`src/rtl/amp_descale.sv`:
```
// Divides a signed amplified sample by the gain-code constant with a serial restoring divider.
// Optional AMP_DESCALE_ROUND_EN rounds the quotient half away from zero instead of truncating.
module amp_descale #(
  parameter int unsigned IN_W  = 32,
  parameter int unsigned OUT_W = 16
) (
  input  logic             clk,
  input  logic             rst_n,
  input  logic             in_valid,
  output logic             in_ready,
  input  logic [IN_W-1:0]  amp_in,
  input  logic [2:0]       gain_sel,
  output logic             out_valid,
  input  logic             out_ready,
  output logic [OUT_W-1:0] wave_out,
  output logic             sat
);

  localparam int unsigned CNT_W = $clog2(IN_W);
  localparam int unsigned DIV_W = 4;
  localparam int unsigned MAG_W = IN_W + 1;
  localparam logic [MAG_W-1:0] POS_LIM = MAG_W'((1 << (OUT_W - 1)) - 1);
  localparam logic [MAG_W-1:0] NEG_LIM = MAG_W'(1 << (OUT_W - 1));

  typedef enum logic [1:0] {IDLE, DIV, DONE} state_t;

  state_t             state_q, state_d;
  logic [CNT_W-1:0]   count_q, count_d;
  logic [DIV_W-1:0]   rem_q, rem_d;
  logic [IN_W-1:0]    quo_q, quo_d;
  logic [DIV_W-1:0]   div_q, div_d;
  logic               sign_q, sign_d;
  logic               in_ready_d, out_valid_d, sat_d;
  logic [OUT_W-1:0]   wave_d;
  logic [DIV_W-1:0]   rem_shift;
  logic [DIV_W:0]     trial;
  logic [MAG_W-1:0]   mag_r;

  function automatic logic [DIV_W-1:0] div_map(input logic [2:0] g);
    case (g)
      3'd0:    div_map = DIV_W'(1);
      3'd1:    div_map = DIV_W'(2);
      3'd2:    div_map = DIV_W'(4);
      3'd3:    div_map = DIV_W'(6);
      default: div_map = DIV_W'(8);
    endcase
  endfunction

  // State register; quo_q holds the dividend magnitude and fills with quotient bits from the LSB.
  always_ff @(posedge clk) begin
    if (!rst_n) begin
      state_q   <= IDLE;
      count_q   <= '0;
      rem_q     <= '0;
      quo_q     <= '0;
      div_q     <= '0;
      sign_q    <= 1'b0;
      in_ready  <= 1'b1;
      out_valid <= 1'b0;
      wave_out  <= '0;
      sat       <= 1'b0;
    end else begin
      state_q   <= state_d;
      count_q   <= count_d;
      rem_q     <= rem_d;
      quo_q     <= quo_d;
      div_q     <= div_d;
      sign_q    <= sign_d;
      in_ready  <= in_ready_d;
      out_valid <= out_valid_d;
      wave_out  <= wave_d;
      sat       <= sat_d;
    end
  end

  // Remainder never exceeds divisor-1 (<= 7), so its top bit can be shifted out safely.
  always_comb begin
    state_d   = state_q;
    count_d   = count_q;
    rem_d     = rem_q;
    quo_d     = quo_q;
    div_d     = div_q;
    sign_d    = sign_q;
    wave_d    = wave_out;
    sat_d     = sat;
    mag_r     = '0;
    rem_shift = {rem_q[DIV_W-2:0], quo_q[IN_W-1]};
    trial     = {1'b0, rem_shift} - {1'b0, div_q};

    case (state_q)
      IDLE: begin
        if (in_valid && in_ready) begin
          sign_d  = amp_in[IN_W-1];
          quo_d   = amp_in[IN_W-1] ? (~amp_in + IN_W'(1)) : amp_in;
          div_d   = div_map(gain_sel);
          rem_d   = '0;
          count_d = '0;
          state_d = DIV;
        end
      end
      DIV: begin
        if (!trial[DIV_W]) begin
          rem_d = trial[DIV_W-1:0];
          quo_d = {quo_q[IN_W-2:0], 1'b1};
        end else begin
          rem_d = rem_shift;
          quo_d = {quo_q[IN_W-2:0], 1'b0};
        end
        count_d = count_q + CNT_W'(1);
        if (count_q == CNT_W'(IN_W - 1)) begin
          state_d = DONE;
          mag_r   = {1'b0, quo_d};
`ifdef AMP_DESCALE_ROUND_EN
          if ({rem_d, 1'b0} >= {1'b0, div_q})
            mag_r = mag_r + MAG_W'(1);
`endif
          if (mag_r == '0) begin
            wave_d = '0;
            sat_d  = 1'b0;
          end else if (!sign_q) begin
            sat_d  = (mag_r > POS_LIM);
            wave_d = (mag_r > POS_LIM) ? POS_LIM[OUT_W-1:0] : mag_r[OUT_W-1:0];
          end else begin
            sat_d  = (mag_r > NEG_LIM);
            wave_d = (mag_r > NEG_LIM) ? NEG_LIM[OUT_W-1:0]
                                       : (~mag_r[OUT_W-1:0] + OUT_W'(1));
          end
        end
      end
      DONE: begin
        if (out_ready)
          state_d = IDLE;
      end
      default: state_d = IDLE;
    endcase

    in_ready_d  = (state_d == IDLE);
    out_valid_d = (state_d == DONE);
  end

endmodule

```
`config.mk`:
```
export PLATFORM = sky130hd
export DESIGN_NAME = amp_descale
export DESIGN_NICKNAME = d
export VERILOG_FILES = /design/src/rtl/amp_descale.sv
export SDC_FILE = /design/constraint.sdc
export NUM_CORES = 1
export LEC_CHECK = 0
export BUFFER_PORTS_ARGS = -buffer_cell sky130_fd_sc_hd__buf_4
export CORE_ASPECT_RATIO = 0.9
export CORE_MARGIN = 10
export CORE_UTILIZATION = 47
export DETAILED_ROUTE_END_ITERATION = 8
export PLACE_DENSITY_LB_ADDON = 0.05
export SYNTH_ARGS = -nofsm -noshare
export SYNTH_HDL_FRONTEND = slang
export SYNTH_SLANG_ARGS = --single-unit
```
`constraint.sdc`:
```
create_clock -name clk -period 5.13 [get_ports clk]
set_input_delay 1.026 -clock clk [delete_from_list [all_inputs] [get_ports clk]]
set_output_delay 1.026 -clock clk [all_outputs]
set_load 0.005 [all_outputs]
```
==> metrics.md <==
| Metric | Value |
|---|---|
| Status | `finished, final reports clean` |
| Power per cell area | `294 nW/um^2` |
| IO Port Bufs | `57` |
| Core area | `7990 sq um` |
| Worst Reg-to-Reg Cells | `13` |
| Worst Hold End | `wave_out[9]$_SDFFE_PN0P_` |
| Starting Density | `47.7%` |
| Final Cell Area | `4440 sq um` |
| Setup TNS | `0 ns` |
| Vias | `3560` |
| Delay-heaviest family, CP | `simple AND/OR/NAND/NOR gates` |
| Register bit total from synthesis | `66` |
| Post-CTS Hold Buffers | `0` |
| Setup bufs post-CTS | `0` |
| Syn nets | `509` |
| RR Endpoint | `wave_out[3]$_SDFFE_PN0P_` |
| Number of H-tree levels | `3` |
| Num rows | `31` |
| CP max FO | `14` |
| Ranking of synthesized cells by area | `dfxtp_1 35%, a222oi_1 6.0%, nand2_1 5.5%, xnor2_1 4.8%, nor2b_1 4.8%` |
| Slew @ Worst Pin | `0.912 ns` |
| Unique cell type count in the Yosys netlist | `54` |
| Synth Instances | `462` |
| Worst Min Path Start | `wave_out[9]$_SDFFE_PN0P_` |
| Vias in the first global route | `3287` |
| Syn. warnings | `0` |
| GRT Total Usage | `16.1%` |
| Rel. slew slack | `39.1%` |
| Total gr overflow | `0` |
| Area after DPL | `4250 sq um` |
| Buf+Inv Stages, Crit Path | `2` |
| CP arrival | `3.32 ns` |
| Launch point of the worst reg-to-reg path | `quo_q[31]$_SDFFE_PN0P_` |
| Routability congestion estimate | `0.868` |
| Most common cell after layout, fill and taps aside | `dfxtp_1` |
| DR iter-0 viols | `350` |
| Clock Pin Slew Worst Setup and Hold Paths | `0.08 ns` |
| Min-Delay Path Class | `flip-flop to flip-flop` |
| Drt drc | `0` |
| Crit share post-route | `59.5%` |
| Antenna-violating nets left | `0` |
| Post-Syn Area | `3810 sq um` |
| Startpoint class of the critical path | `flip-flop` |
| Detailed placer's ending HPWL | `7050 um` |
| Clk_lat worst skew | `0.35 ns` |
| Fin util | `55.6%` |
| Worst hold stages | `2` |
| Final Hold Viols | `0` |
| # diodes | `0` |
| Inst Count DP | `587` |
| Layout Skew | `0.0109 ns` |
| First-pass GRT wire length | `16500 um` |
| Critical path required time | `5.40 ns` |
| Worst-path cell with the longest stage delay | `fa_1` |
| Routed len/inst | `16.2 um` |
| Max clock buf depth | `2` |
| Cell type with the largest total area after synthesis | `dfxtp_1` |
| Layout Cells excl Fill | `603` |
| Cts bufs inserted | `9` |
| Initial antenna violation count | `0` |
| Critical path's largest stage delay | `0.42 ns` |
| Die H | `105 um` |
| FF-to-FF setup slack | `2.08 ns` |
| Routed vias/inst | `5.90` |
| Slew Limit Fails | `0` |
| Crit-path cells | `inv_1, ha_1, fa_1, nand2b_1, a21oi_1, inv_1, ha_1, nand2b_1, nor4_2, and2_1, nand2_1, nand4_1, o21ai_0` |
| PostCTS Resize Cnt | `0` |
| DRT Wirelength | `9760 um` |
| Final setup fails | `0` |
| Avg Cell Area, Syn | `8.25 sq um` |
| Static leakage | `1.65 nW` |
| Root buffer cell | `clkbuf_8` |
| CTS tree | `done` |
| Number of max-cap violations | `0` |
| Synth top area share | `34.7%` |
| Min Tclk post-route | `3.05 ns` |
| Ports | `58` |
| Final net count | `546` |
| CTS Sinks | `66` |
| Total power | `1.30 mW` |
| Share of post-route cells with drive strength above 1 | `16.7%` |
| Setup CP Type | `flip-flop to flip-flop` |
| Top FF cell, synth | `dfxtp_1` |
| RSZ-0062 raised after global routing | `false` |
| Commonest cells after routing, fill and taps aside | `66 x dfxtp_1, 59 x buf_4, 56 x nand2_1, 35 x o21ai_0, 28 x nor2b_1` |
| Post-synth EDFFs | `0` |
| Largest net degree at the start of global routing | `55` |
| Maximum VDD drop | `0.120 mV` |
| Die Wd | `115 um` |
| Die area | `12100 sq um` |
| Critical path endpoint category | `flip-flop` |
| Share of the yosys chip area belonging to registers | `34.7%` |
| Initial DRT Pass Iterations | `8` |
| Fraction of registers with async set/reset | `0%` |
| F_max | `0.328 GHz` |
| P&R area growth vs syn | `16.4%` |
## state kept, by name, summed over array words and instances (netlist names), 2 cells and up
name,count
count_q,5
div_q,4
quo_q,32
rem_q,3
state_q,2
wave_out,16
## final cells by class
class                   count  area (sq um)
well taps                  99           124
clock inverters             5          55.1
multi-input cells         352          2320
repair buffers             59           443
inverters                  11          41.3
fillers                   773          3550
clock buffers              11           131
flip-flops and latches     66          1320
## worst min-delay path, stage by stage, from the launching register on
cell     delay, ns
dfxtp_1       0.33
nand2_1       0.04
o21ai_0       0.05
## cell usage after synthesis, types with 4 or more instances
| cell | count |
|---|---|
| nor2_1 | 21 |
| o21a_1 | 4 |
| a21boi_0 | 7 |
| xnor2_1 | 21 |
| or3_1 | 10 |
| o21ai_0 | 35 |
| nor3_1 | 13 |
| nand2b_1 | 4 |
| nand2_1 | 56 |
| o22ai_1 | 12 |
| o211ai_1 | 4 |
| and2_1 | 6 |
| or4_1 | 7 |
| o31ai_1 | 7 |
| a222oi_1 | 23 |
| inv_1 | 10 |
| ha_1 | 7 |
| a21oi_1 | 12 |
| nor2b_1 | 29 |
| a22o_1 | 4 |
| dfxtp_1 | 66 |
| clkbuf_1 | 28 |
| nor4_1 | 9 |
| xor2_1 | 13 |
| nand3_1 | 4 |
| a22oi_1 | 6 |
| or2_2 | 4 |
## layer usage
metal | global-route usage, % | share of wire [%]
met5 | 0 | 0
met2 | 21.4 | 39
met1 | 24.4 | 52
met3 | 3.57 | 7.0
met4 | 5.83 | 1.5
## report_power, final
group / switching (mW) / internal, mW
Clock: 0.208 / 0.223
Combinational: 0.165 / 0.128
Sequential: 0.0390 / 0.540
## cells by family after synthesis
| group | count (synthesis) | synth area share, % |
|---|---|---|
| compound gates | 129 | 24.6 |
| xor+xnor | 34 | 7.81 |
| fa+ha+maj | 8 | 2.82 |
| buf+inv | 44 | 4.73 |
| flops | 66 | 34.7 |
| mux | 2 | 0.525 |
| simple gates | 179 | 24.8 |
## stage by stage
stage	worst slack [ns]	hold slack, ns
2_1_floorplan	2.13	0.441
3_3_place_gp	1.94	0.439
3_5_place_dp	1.87	0.443
4_1_cts	2.06	0.462
5_1_grt	1.68	0.475
6_report	2.08	0.456
## how the worst max path moves through the flow
stage,start,to,depth (start not counted)
global route,quo_q[31]$_SDFFE_PN0P_,wave_out[14]$_SDFFE_PN0P_,13
floorplan,amp_in[1],quo_q[27]$_SDFFE_PN0P_,7
CTS,quo_q[31]$_SDFFE_PN0P_,wave_out[3]$_SDFFE_PN0P_,13
finish,quo_q[31]$_SDFFE_PN0P_,wave_out[3]$_SDFFE_PN0P_,13
global placement,amp_in[22],quo_q[30]$_SDFFE_PN0P_,7
detailed placement,amp_in[0],quo_q[20]$_SDFFE_PN0P_,9
Note: power is estimated with default switching activity, not from simulation.
